**config.mk**
```make
export PLATFORM = sky130hd
export DESIGN_NAME = fifo8_ctrl_flat
export DESIGN_NICKNAME = d
export VERILOG_FILES = /design/src/rtl/fifo_pkg.sv /design/src/rtl/fifo8_ctrl_if.sv /design/src/rtl/fifo8_ctrl_ns.sv /design/src/rtl/fifo8_ctrl.sv /design/src/flat_wrapper.sv
export SDC_FILE = /design/constraint.sdc
export NUM_CORES = 1
export LEC_CHECK = 0
export ABC_AREA = 1
export BUFFER_PORTS_ARGS = -buffer_cell sky130_fd_sc_hd__clkbuf_2
export CELL_PAD_IN_SITES_DETAIL_PLACEMENT = 1
export CELL_PAD_IN_SITES_GLOBAL_PLACEMENT = 1
export CORE_MARGIN = 4
export CORE_UTILIZATION = 32
export CTS_CLUSTER_DIAMETER = 40
export DETAILED_ROUTE_END_ITERATION = 6
export PLACE_DENSITY_LB_ADDON = 0.1
export SLEW_MARGIN = 20
export SYNTH_ARGS = -nofsm -noshare
export SYNTH_HDL_FRONTEND = slang
export SYNTH_HIERARCHICAL = 1
export SYNTH_SLANG_ARGS = --single-unit
```
**constraint.sdc**
```tcl
create_clock -name clk -period 1.7 [get_ports clk]
set_input_delay 0.17 -clock clk [delete_from_list [all_inputs] [get_ports clk]]
set_output_delay 0.17 -clock clk [all_outputs]
set_load 0.005 [all_outputs]
```
**src/rtl/fifo_pkg.sv**
```systemverilog
// Shared types and sizing for the 8-entry FIFO controller.
// State encoding, pointer/count widths and a one-hot helper.
package fifo_pkg;

   localparam int DEPTH = 8;
   localparam int PTR_W = 3;
   localparam int CNT_W = 4;

   typedef enum logic [2:0] {
      INIT     = 3'd0,
      NO_OP    = 3'd1,
      WRITE    = 3'd2,
      WR_ERROR = 3'd3,
      READ     = 3'd4,
      RD_ERROR = 3'd5
   } state_t;

   function automatic logic [DEPTH-1:0] onehot(
      input logic [PTR_W-1:0] p
   );
      logic [DEPTH-1:0] v;
      v = '0;
      v[p] = 1'b1;
      return v;
   endfunction

endpackage

```
**src/rtl/fifo8_ctrl_if.sv**
```systemverilog
// Handshake/bus bundle between the FIFO controller and its user.
// master: requester and register bank side; slave: controller.
interface fifo8_ctrl_if #(
   parameter int DATA_W = 32
);
   import fifo_pkg::*;

   logic              wr_en;
   logic              rd_en;
   logic [DATA_W-1:0] rd_data;
   logic [DEPTH-1:0]  we;
   logic [PTR_W-1:0]  rd_ptr;
   logic [DATA_W-1:0] d_out;
   logic              full;
   logic              empty;
   logic              wr_ack;
   logic              wr_err;
   logic              rd_ack;
   logic              rd_err;
   logic [CNT_W-1:0]  data_count;

   modport master (
      output wr_en, rd_en, rd_data,
      input  we, rd_ptr, d_out, full, empty,
      input  wr_ack, wr_err, rd_ack, rd_err,
      input  data_count
   );

   modport slave (
      input  wr_en, rd_en, rd_data,
      output we, rd_ptr, d_out, full, empty,
      output wr_ack, wr_err, rd_ack, rd_err,
      output data_count
   );

endinterface

```
**src/rtl/fifo8_ctrl_ns.sv**
```systemverilog
// Next-state, next-pointer and next-count logic for fifo8_ctrl.
// Pure combinational; the top owns every register.
module fifo8_ctrl_ns
   import fifo_pkg::*;
(
   input  logic             wr_en,
   input  logic             rd_en,
   input  logic [PTR_W-1:0] head,
   input  logic [PTR_W-1:0] tail,
   input  logic [CNT_W-1:0] count,
   output state_t           state_d,
   output logic [PTR_W-1:0] head_d,
   output logic [PTR_W-1:0] tail_d,
   output logic [CNT_W-1:0] count_d,
   output logic             wr_acc,
   output logic             rd_acc
);

   logic is_full;
   logic is_empty;
   logic wr_only;
   logic rd_only;

   assign is_full  = (count == CNT_W'(DEPTH));
   assign is_empty = (count == '0);
   assign wr_only  = wr_en & ~rd_en;
   assign rd_only  = rd_en & ~wr_en;

   // Classify the request; only a lone, legal op moves state.
   always_comb begin
      state_d = NO_OP;
      head_d  = head;
      tail_d  = tail;
      count_d = count;
      wr_acc  = 1'b0;
      rd_acc  = 1'b0;
      unique case (1'b1)
         (wr_only & ~is_full): begin
            state_d = WRITE;
            tail_d  = tail + 1'b1;
            count_d = count + 1'b1;
            wr_acc  = 1'b1;
         end
         (wr_only & is_full): begin
            state_d = WR_ERROR;
         end
         (rd_only & ~is_empty): begin
            state_d = READ;
            head_d  = head + 1'b1;
            count_d = count - 1'b1;
            rd_acc  = 1'b1;
         end
         (rd_only & is_empty): begin
            state_d = RD_ERROR;
         end
         default: begin
            state_d = NO_OP;
         end
      endcase
   end

endmodule

```
**src/rtl/fifo8_ctrl.sv**
```systemverilog
// 8-entry FIFO controller: pointers, count and read register.
// Storage and the read mux live outside; we/rd_ptr drive them.
module fifo8_ctrl
   import fifo_pkg::*;
#(
   parameter int DATA_W = 32
) (
   input logic         clk,
   input logic         reset_n,
   fifo8_ctrl_if.slave bus
);

   state_t            state_q, state_d;
   logic [PTR_W-1:0]  head_q, head_d;
   logic [PTR_W-1:0]  tail_q, tail_d;
   logic [CNT_W-1:0]  count_q, count_d;
   logic [DATA_W-1:0] d_out_q, d_out_d;
   logic              wr_acc;
   logic              rd_acc;

   fifo8_ctrl_ns u_ns (
      .wr_en   (bus.wr_en),
      .rd_en   (bus.rd_en),
      .head    (head_q),
      .tail    (tail_q),
      .count   (count_q),
      .state_d (state_d),
      .head_d  (head_d),
      .tail_d  (tail_d),
      .count_d (count_d),
      .wr_acc  (wr_acc),
      .rd_acc  (rd_acc)
   );

   // Capture the muxed bank word only on an accepted read.
   always_comb begin
      d_out_d = d_out_q;
      if (rd_acc) begin
         d_out_d = bus.rd_data;
      end
   end

   // Controller registers, cleared asynchronously.
   always_ff @(posedge clk or negedge reset_n) begin
      if (!reset_n) begin
         state_q <= INIT;
         head_q  <= '0;
         tail_q  <= '0;
         count_q <= '0;
         d_out_q <= '0;
      end else begin
         state_q <= state_d;
         head_q  <= head_d;
         tail_q  <= tail_d;
         count_q <= count_d;
         d_out_q <= d_out_d;
      end
   end

   // Write strobe is gated by reset so the bank stays quiet in reset.
   assign bus.we = (wr_acc && reset_n) ? onehot(tail_q) : '0;

   assign bus.rd_ptr     = head_q;
   assign bus.d_out      = d_out_q;
   assign bus.full       = (count_q == CNT_W'(DEPTH));
   assign bus.empty      = (count_q == '0);
   assign bus.data_count = count_q;
   assign bus.wr_ack     = (state_q == WRITE);
   assign bus.wr_err     = (state_q == WR_ERROR);
   assign bus.rd_ack     = (state_q == READ);
   assign bus.rd_err     = (state_q == RD_ERROR);

endmodule

```
**src/flat_wrapper.sv**
```systemverilog
// flat-port wrapper written by rule: the top's interface ports become plain ports
module fifo8_ctrl_flat import fifo_pkg::*;
#(
   parameter int DATA_W = 32
)
  (clk, reset_n, bus_wr_en, bus_rd_en, bus_rd_data, bus_we, bus_rd_ptr, bus_d_out, bus_full, bus_empty, bus_wr_ack, bus_wr_err, bus_rd_ack, bus_rd_err, bus_data_count);
  fifo8_ctrl_if #(.DATA_W(DATA_W)) bus_i ();
  input logic clk;
  input logic reset_n;
  input wire logic [$bits(bus_i.wr_en)-1:0] bus_wr_en;
  input wire logic [$bits(bus_i.rd_en)-1:0] bus_rd_en;
  input wire logic [$bits(bus_i.rd_data)-1:0] bus_rd_data;
  output wire logic [$bits(bus_i.we)-1:0] bus_we;
  output wire logic [$bits(bus_i.rd_ptr)-1:0] bus_rd_ptr;
  output wire logic [$bits(bus_i.d_out)-1:0] bus_d_out;
  output wire logic [$bits(bus_i.full)-1:0] bus_full;
  output wire logic [$bits(bus_i.empty)-1:0] bus_empty;
  output wire logic [$bits(bus_i.wr_ack)-1:0] bus_wr_ack;
  output wire logic [$bits(bus_i.wr_err)-1:0] bus_wr_err;
  output wire logic [$bits(bus_i.rd_ack)-1:0] bus_rd_ack;
  output wire logic [$bits(bus_i.rd_err)-1:0] bus_rd_err;
  output wire logic [$bits(bus_i.data_count)-1:0] bus_data_count;
  assign bus_i.wr_en = bus_wr_en;
  assign bus_i.rd_en = bus_rd_en;
  assign bus_i.rd_data = bus_rd_data;
  assign bus_we = bus_i.we;
  assign bus_rd_ptr = bus_i.rd_ptr;
  assign bus_d_out = bus_i.d_out;
  assign bus_full = bus_i.full;
  assign bus_empty = bus_i.empty;
  assign bus_wr_ack = bus_i.wr_ack;
  assign bus_wr_err = bus_i.wr_err;
  assign bus_rd_ack = bus_i.rd_ack;
  assign bus_rd_err = bus_i.rd_err;
  assign bus_data_count = bus_i.data_count;
  fifo8_ctrl #(.DATA_W(DATA_W)) u_core (.clk(clk), .reset_n(reset_n), .bus(bus_i));
endmodule
```
## Word level (Yosys, flattened, before mapping)

Index checks and enable logic that the tools add are counted.

| storage, ports and cells | value |
|---|---|
| bits in registers | 45 |
| latch bits | 0 |
| bits in writable memories | 0 |
| bits in read-only memories | 0 |
| bits of input ports | 36 |
| output and inout port bits | 53 |
| logic and storage cells | 37 |
| memories kept | 0 |

| cells by class | value |
|---|---|
| $add $sub $neg | 4 |
| multipliers | 0 |
| div/mod/pow operators | 0 |
| $lt $le $gt $ge | 2 |
| equal/unequal tests | 5 |
| shift operators | 0 |
| multiplexer cells | 7 |
| bitwise operators | 10 |
| reduce and logical (&&, ||, !) cells | 4 |

Operators with widths:

| cell | count |
|---|---|
| $pmux 3 s4 | 1 |
| $mux 8 | 1 |
| $pmux 4 s2 | 1 |
| $add 3x1->3 const B | 2 |
| $and 1x1->1 | 6 |
| $eq 3x2->1 const B | 2 |
| $eq 3x3->1 const B | 2 |
| $add 4x1->4 const B | 1 |
| $eq 4x4->1 const B | 1 |
| $logic_not 4->1 | 1 |
| $lt 3x4->1 const B | 1 |
| $not 1->1 | 4 |
| $sub 4x1->4 const B | 1 |
| $demux 1 s3 | 1 |
| $ge 3x1->1 const B | 1 |
| $mux 1 | 3 |
| $logic_and 1x1->1 | 2 |
| $reduce_bool 2->1 | 1 |

## Depth between registers and ports, before layout

| depth | value |
|---|---|
| word-level depth | 6 |
| mapped depth | 12 |
| depth with buffers taken out | 12 |

## By module

Netlist, hierarchy kept.

By module, submodules not included:

| module | instances | cells each | area an instance (um2) | seq. area each (um2) |
|---|---|---|---|---|
| fifo8_ctrl | 1 | 183 | 1873.0 | 1126.1 |
| fifo8_ctrl_ns | 1 | 57 | 366.6 | 0.0 |

## Least setup slack after synthesis

OpenSTA, ideal clock, no wires.

| timing path | value |
|---|---|
| path kind | reg-to-reg |
| start | register u_core.count_q[1] (netlist: u_core/bus.data_count[1]) |
| end | register u_core.count_q[3] (netlist: u_core/bus.data_count[3]) |
| setup time | 113 ps |
| arrival | 1688 ps |
| data required time | 1587 ps |
| setup slack | -101 ps |
| cell stages (with the launch flop) | 13 |
| path buffers | 0 |
| period minus slack after synthesis | 1801 ps |
| cells stage by stage | dfrtp_1 > nor2_4 > nand2_1 > nand2_4 > inv_2 > ha_1 > nand3_1 > nand3_1 > inv_1 > nand2_1 > nand3_1 > nand2_1 > inv_1 |

| on the way | value |
|---|---|
| longest elaborated chain between the ends | 4 |
| elaborated cells on any way between the ends | 10 |
| those cells by class | add/sub: 2; eq/ne: 1; mux: 1; bitwise: 4; reduce/logical: 2 |

Ends and longest elaborated chain:

| what | line | source |
|---|---|---|
| start: declaration | fifo8_ctrl.sv:16 | `logic [CNT_W-1:0] count_q, count_d;` |
| start signal: assignment | fifo8_ctrl.sv:55 | `count_q <= count_d;` |
| parallel branches: the longest is 3 deep, another holds $sub 4x1->4 | - |  |
| $pmux 4 s2 * | fifo8_ctrl_ns.sv:37 | `unique case (1'b1)` |
| named net u_core.count_d[3] | fifo8_ctrl.sv:16 |  |

Mark *: on every way through the listed nets, which the timed path passes.
A chain may end at the register's enable or synchronous reset.

## Final worst setup path

| timing path | value |
|---|---|
| start | register u_core.count_q[3] (netlist: u_core/bus.data_count[3]) |
| end | output port bus_we[5] |

| on the way | value |
|---|---|
| longest elaborated chain between the ends | 6 |

Ends and longest elaborated chain:

| what | line | source |
|---|---|---|
| $eq 4x4->1 | fifo8_ctrl_ns.sv:24 | `assign is_full = (count == CNT_W'(DEPTH));` |
| $not 1->1 | fifo8_ctrl_ns.sv:38 | `(wr_only & ~is_full): begin` |
| $and 1x1->1 | fifo8_ctrl_ns.sv:38 |  |
| $mux 1 | fifo8_ctrl_ns.sv:37 |  |
| named net u_core.wr_acc | fifo8_ctrl.sv:18 | `logic wr_acc;` |
| $logic_and 1x1->1 | fifo8_ctrl.sv:61 | `assign bus.we = (wr_acc && reset_n) ? onehot(tail_q) : '0;` |
| $mux 8 | fifo8_ctrl.sv:61 |  |
| end: declaration | flat_wrapper.sv:13 | `output wire logic [$bits(bus_i.we)-1:0] bus_we;` |

The timed path passes the listed nets, and every way through them passes these cells.

==> flow_metrics.env <==
export IMPL_status="complete, no violations"
export IMPL_hpwl_um=4062
export IMPL_area_growth_pct=35.75
export IMPL_crit_chain="buf_6 > inv_4 > nor2_4 > a21boi_4 > nand3_4 > nor2_1 > clkbuf_2"
export IMPL_hold_violations=0
export IMPL_critPathTopFamily="flip-flops"
export IMPL_wl_per_cell_um=11.97
export IMPL_start_util_pct=32.97
export IMPL_grt_pass1_wl_um=9190
export IMPL_yosysWarnings=6
export IMPL_cap_violations=0
export IMPL_num_rows=30
export IMPL_fillers=848
export IMPL_gr_usage_all_layers_pct=13.49
export IMPL_cp_end_kind="output pin"
export IMPL_die_h_um=91.66
export IMPL_place_ws_ns=0.04262
export IMPL_cts_root_buf="clkbuf_8"
export IMPL_required_ns=1.53
export IMPL_syn_area_um2=2240
export IMPL_cpPeakStageDelay_ns=0.41
export IMPL_mostFrequentLayoutCells="85 x clkbuf_2, 53 x nand2_1, 48 x inv_1"
export IMPL_multi_input_area_um2=889.6
export IMPL_power_density_nw_per_um2=1320
export IMPL_seqCellArea_um2=1127
export IMPL_synth_cells=240
export IMPL_period_minus_slack_ns=1.694
export IMPL_hp_start="bus_rd_data[5]"
export IMPL_synth_distinct_cells=21
export IMPL_die_w_um=91.66
export IMPL_reg2reg_slack_ns=0.09
export IMPL_fin_skew_ns=0.005146
export IMPL_htree_levels=2
export IMPL_drive_gt1_share_pct=47.40
export IMPL_final_cell_count_no_fill=442
export IMPL_vias=1866
export IMPL_crit_path_max_fanout=4
export IMPL_cts_tree="yes"
export IMPL_ir_worst_vdd_v=0.0004961
export IMPL_reg2regPathDepth=12
export IMPL_fmax_ghz=0.5904
export IMPL_ios=89
export IMPL_slowest_stage="dfrtp_1"
export IMPL_placedCellCount=427
export IMPL_nets=388
export IMPL_layout_commonest_cell="clkbuf_2"
export IMPL_critPathBufInv=3
export IMPL_layout_setup_ws_ns=0.006256
export IMPL_cp_depth=7
export IMPL_design_core_area_um2=6794
export IMPL_crit_path_end="bus_we[5]"
export IMPL_cts_sinks=45
export IMPL_antenna_found_initial=0
export IMPL_clk_pin_slew_ns=0.09
export IMPL_clk_latency_ns=0.29
export IMPL_place_congestion=0.7194
export IMPL_hold_path_class="in -> reg"
export IMPL_diodes=0
export IMPL_first_iter_violations=41
export IMPL_io_buffers=88
export IMPL_r2r_end="u_core/bus.data_count[3]"
export IMPL_setup_worst_path_start="u_core/bus.data_count[3]"
export IMPL_crit_arrival_ns=1.52
export IMPL_avgSynthCellArea_um2=9.332
export IMPL_ant_nets=0
export IMPL_vias_per_cell=4.222
export IMPL_drv_slew=0
export IMPL_die_area_um2=8402
export IMPL_routed_wl_um=5290
export IMPL_cp_start_kind="flip-flop"
export IMPL_slew_headroom_pct=67.49
export IMPL_ys_seq_area_share_pct=50.28
export IMPL_drc=0
export IMPL_power_w=0.004013
export IMPL_setup_viol=0
export IMPL_rsz0062_at_grt="true"
export IMPL_power_leakage_nw=1.627
export IMPL_synth_nets=283
export IMPL_cts_buffer_depth=2
export IMPL_fin_crit_sh_pct=99.63
export IMPL_firstDrtPassIters=4
export IMPL_r2r_start="u_core/bus.data_count[2]"
export IMPL_tightest_slew_ns=0.4877
export IMPL_grt_ovfl_total=0
export IMPL_ys_seq_elements=45
export IMPL_criticalPathCategory="reg -> out"
export IMPL_grt_max_degree=49
export IMPL_cts_made_buffers=5
export IMPL_grt_pass1_vias=1926
==> state kept, by name, summed over array words and instances (netlist names) <==
register and count:
u_core/bus.d_out 32, u_core/bus.rd_ptr 3, u_core/bus.data_count 4, u_core/state_q 3
u_core/tail_q 3
==> cell type report <==
cell class                 count  area share, %
clock buffer                   7          2.840
clock inverter                 1         0.9877
inverter                      52          6.584
multi-input combinational    136          29.26
sequential                    45          37.08
tap                           96          3.951
timing repair buffer         105          19.30
==> repair_timing <==
item                                    in CTS  in global routing
endpoints found under the setup margin       8                  9
setup buffers                                3                  3
hold buffers                                 1                  0
resized for setup                            7                 13
pin swaps                                    5                  6
endpoints found under the hold margin        7                  0
==> worst reg2reg max path: stages, from the launching register on <==
cell and delay, ns:
dfrtp_1 0.41, nor2_2 0.15, nand2_2 0.08, nand2_4 0.08
inv_4 0.05, ha_4 0.27, nand3_1 0.09, nand3_2 0.10
inv_2 0.05, nand2_1 0.06, nand3_1 0.08, nand2_1 0.07
inv_1 0.03
==> per-stage QoR <==
step                      util [%]  hold WS (ns)  setup TNS [ns]  area (um2)
after CTS                    43.94       0.06923        -0.03123        2985
after floorplan                  -       -0.1256               0        2263
after global routing         44.75       0.06941         -0.7586        3040
after global placement       41.40       0.05581               0        2813
final                        44.75       0.07823               0        3040
after detailed placement     41.40       0.05602               0        2813
==> Yosys cell counts <==
library cell / number / area, um2
a21oi_1: 2 / 10.01
inv_2: 2 / 7.510
inv_1: 50 / 187.7
buf_8: 3 / 45.04
buf_6: 3 / 33.78
a21boi_4: 1 / 18.77
o21ai_0: 3 / 15.01
xor2_1: 3 / 26.28
nand3b_1: 1 / 7.510
nand2_4: 2 / 22.52
nor2_1: 18 / 67.56
fa_1: 1 / 20.02
xnor2_1: 3 / 26.28
nor2_4: 1 / 11.26
ha_1: 6 / 75.07
buf_12: 1 / 20.02
nand2_2: 2 / 12.51
nand2_1: 54 / 202.7
nand3_1: 10 / 50.05
dfrtp_1: 45 / 1126
o21ai_2: 29 / 254.0
==> power breakdown <==
group	internal [W]	leakage (nW)	total (W)	switching (W)
clock network	0.000479	0.0585	0.000834	0.000354
logic	0.000755	1.02	0.00160	0.000842
registers	0.00137	0.547	0.00158	0.000216
total	0.00260	1.63	0.00401	0.00141
==> layer usage <==
metal  wire [um]  vias up  track usage, %
met2        2488       58           21.79
met3         331        6           3.445
met1        2413      867           17.88
met4          57        0           3.769
li1            -      935               -
met5           0        -               0
==> worst min path at each step <==
stage | endpoint | slack [ns] | cells after the start
6_report | u_core/bus.d_out[5] | 0.08 | 3
3_3_place_gp | u_core/tail_q[1] | 0.06 | 1
3_5_place_dp | u_core/tail_q[2] | 0.06 | 1
5_1_grt | u_core/bus.d_out[4] | 0.07 | 3
2_1_floorplan | u_core/bus.d_out[0] | -0.13 | 0
4_1_cts | u_core/bus.d_out[30] | 0.07 | 3
==> cells by family (layout without fill, tap and decap cells) <==
group	after synthesis	count (layout)	share of synthesized area [%]
and+or+nand+nor	88	88	16.70
DFF	45	45	50.28
AOI/OAI and AO/OA	35	35	13.30
buffers and inverters	59	165	13.13
adders and majority gates	7	7	4.246
xor gates and xnor gates	6	6	2.347
Power figures use the tool's default switching activity.
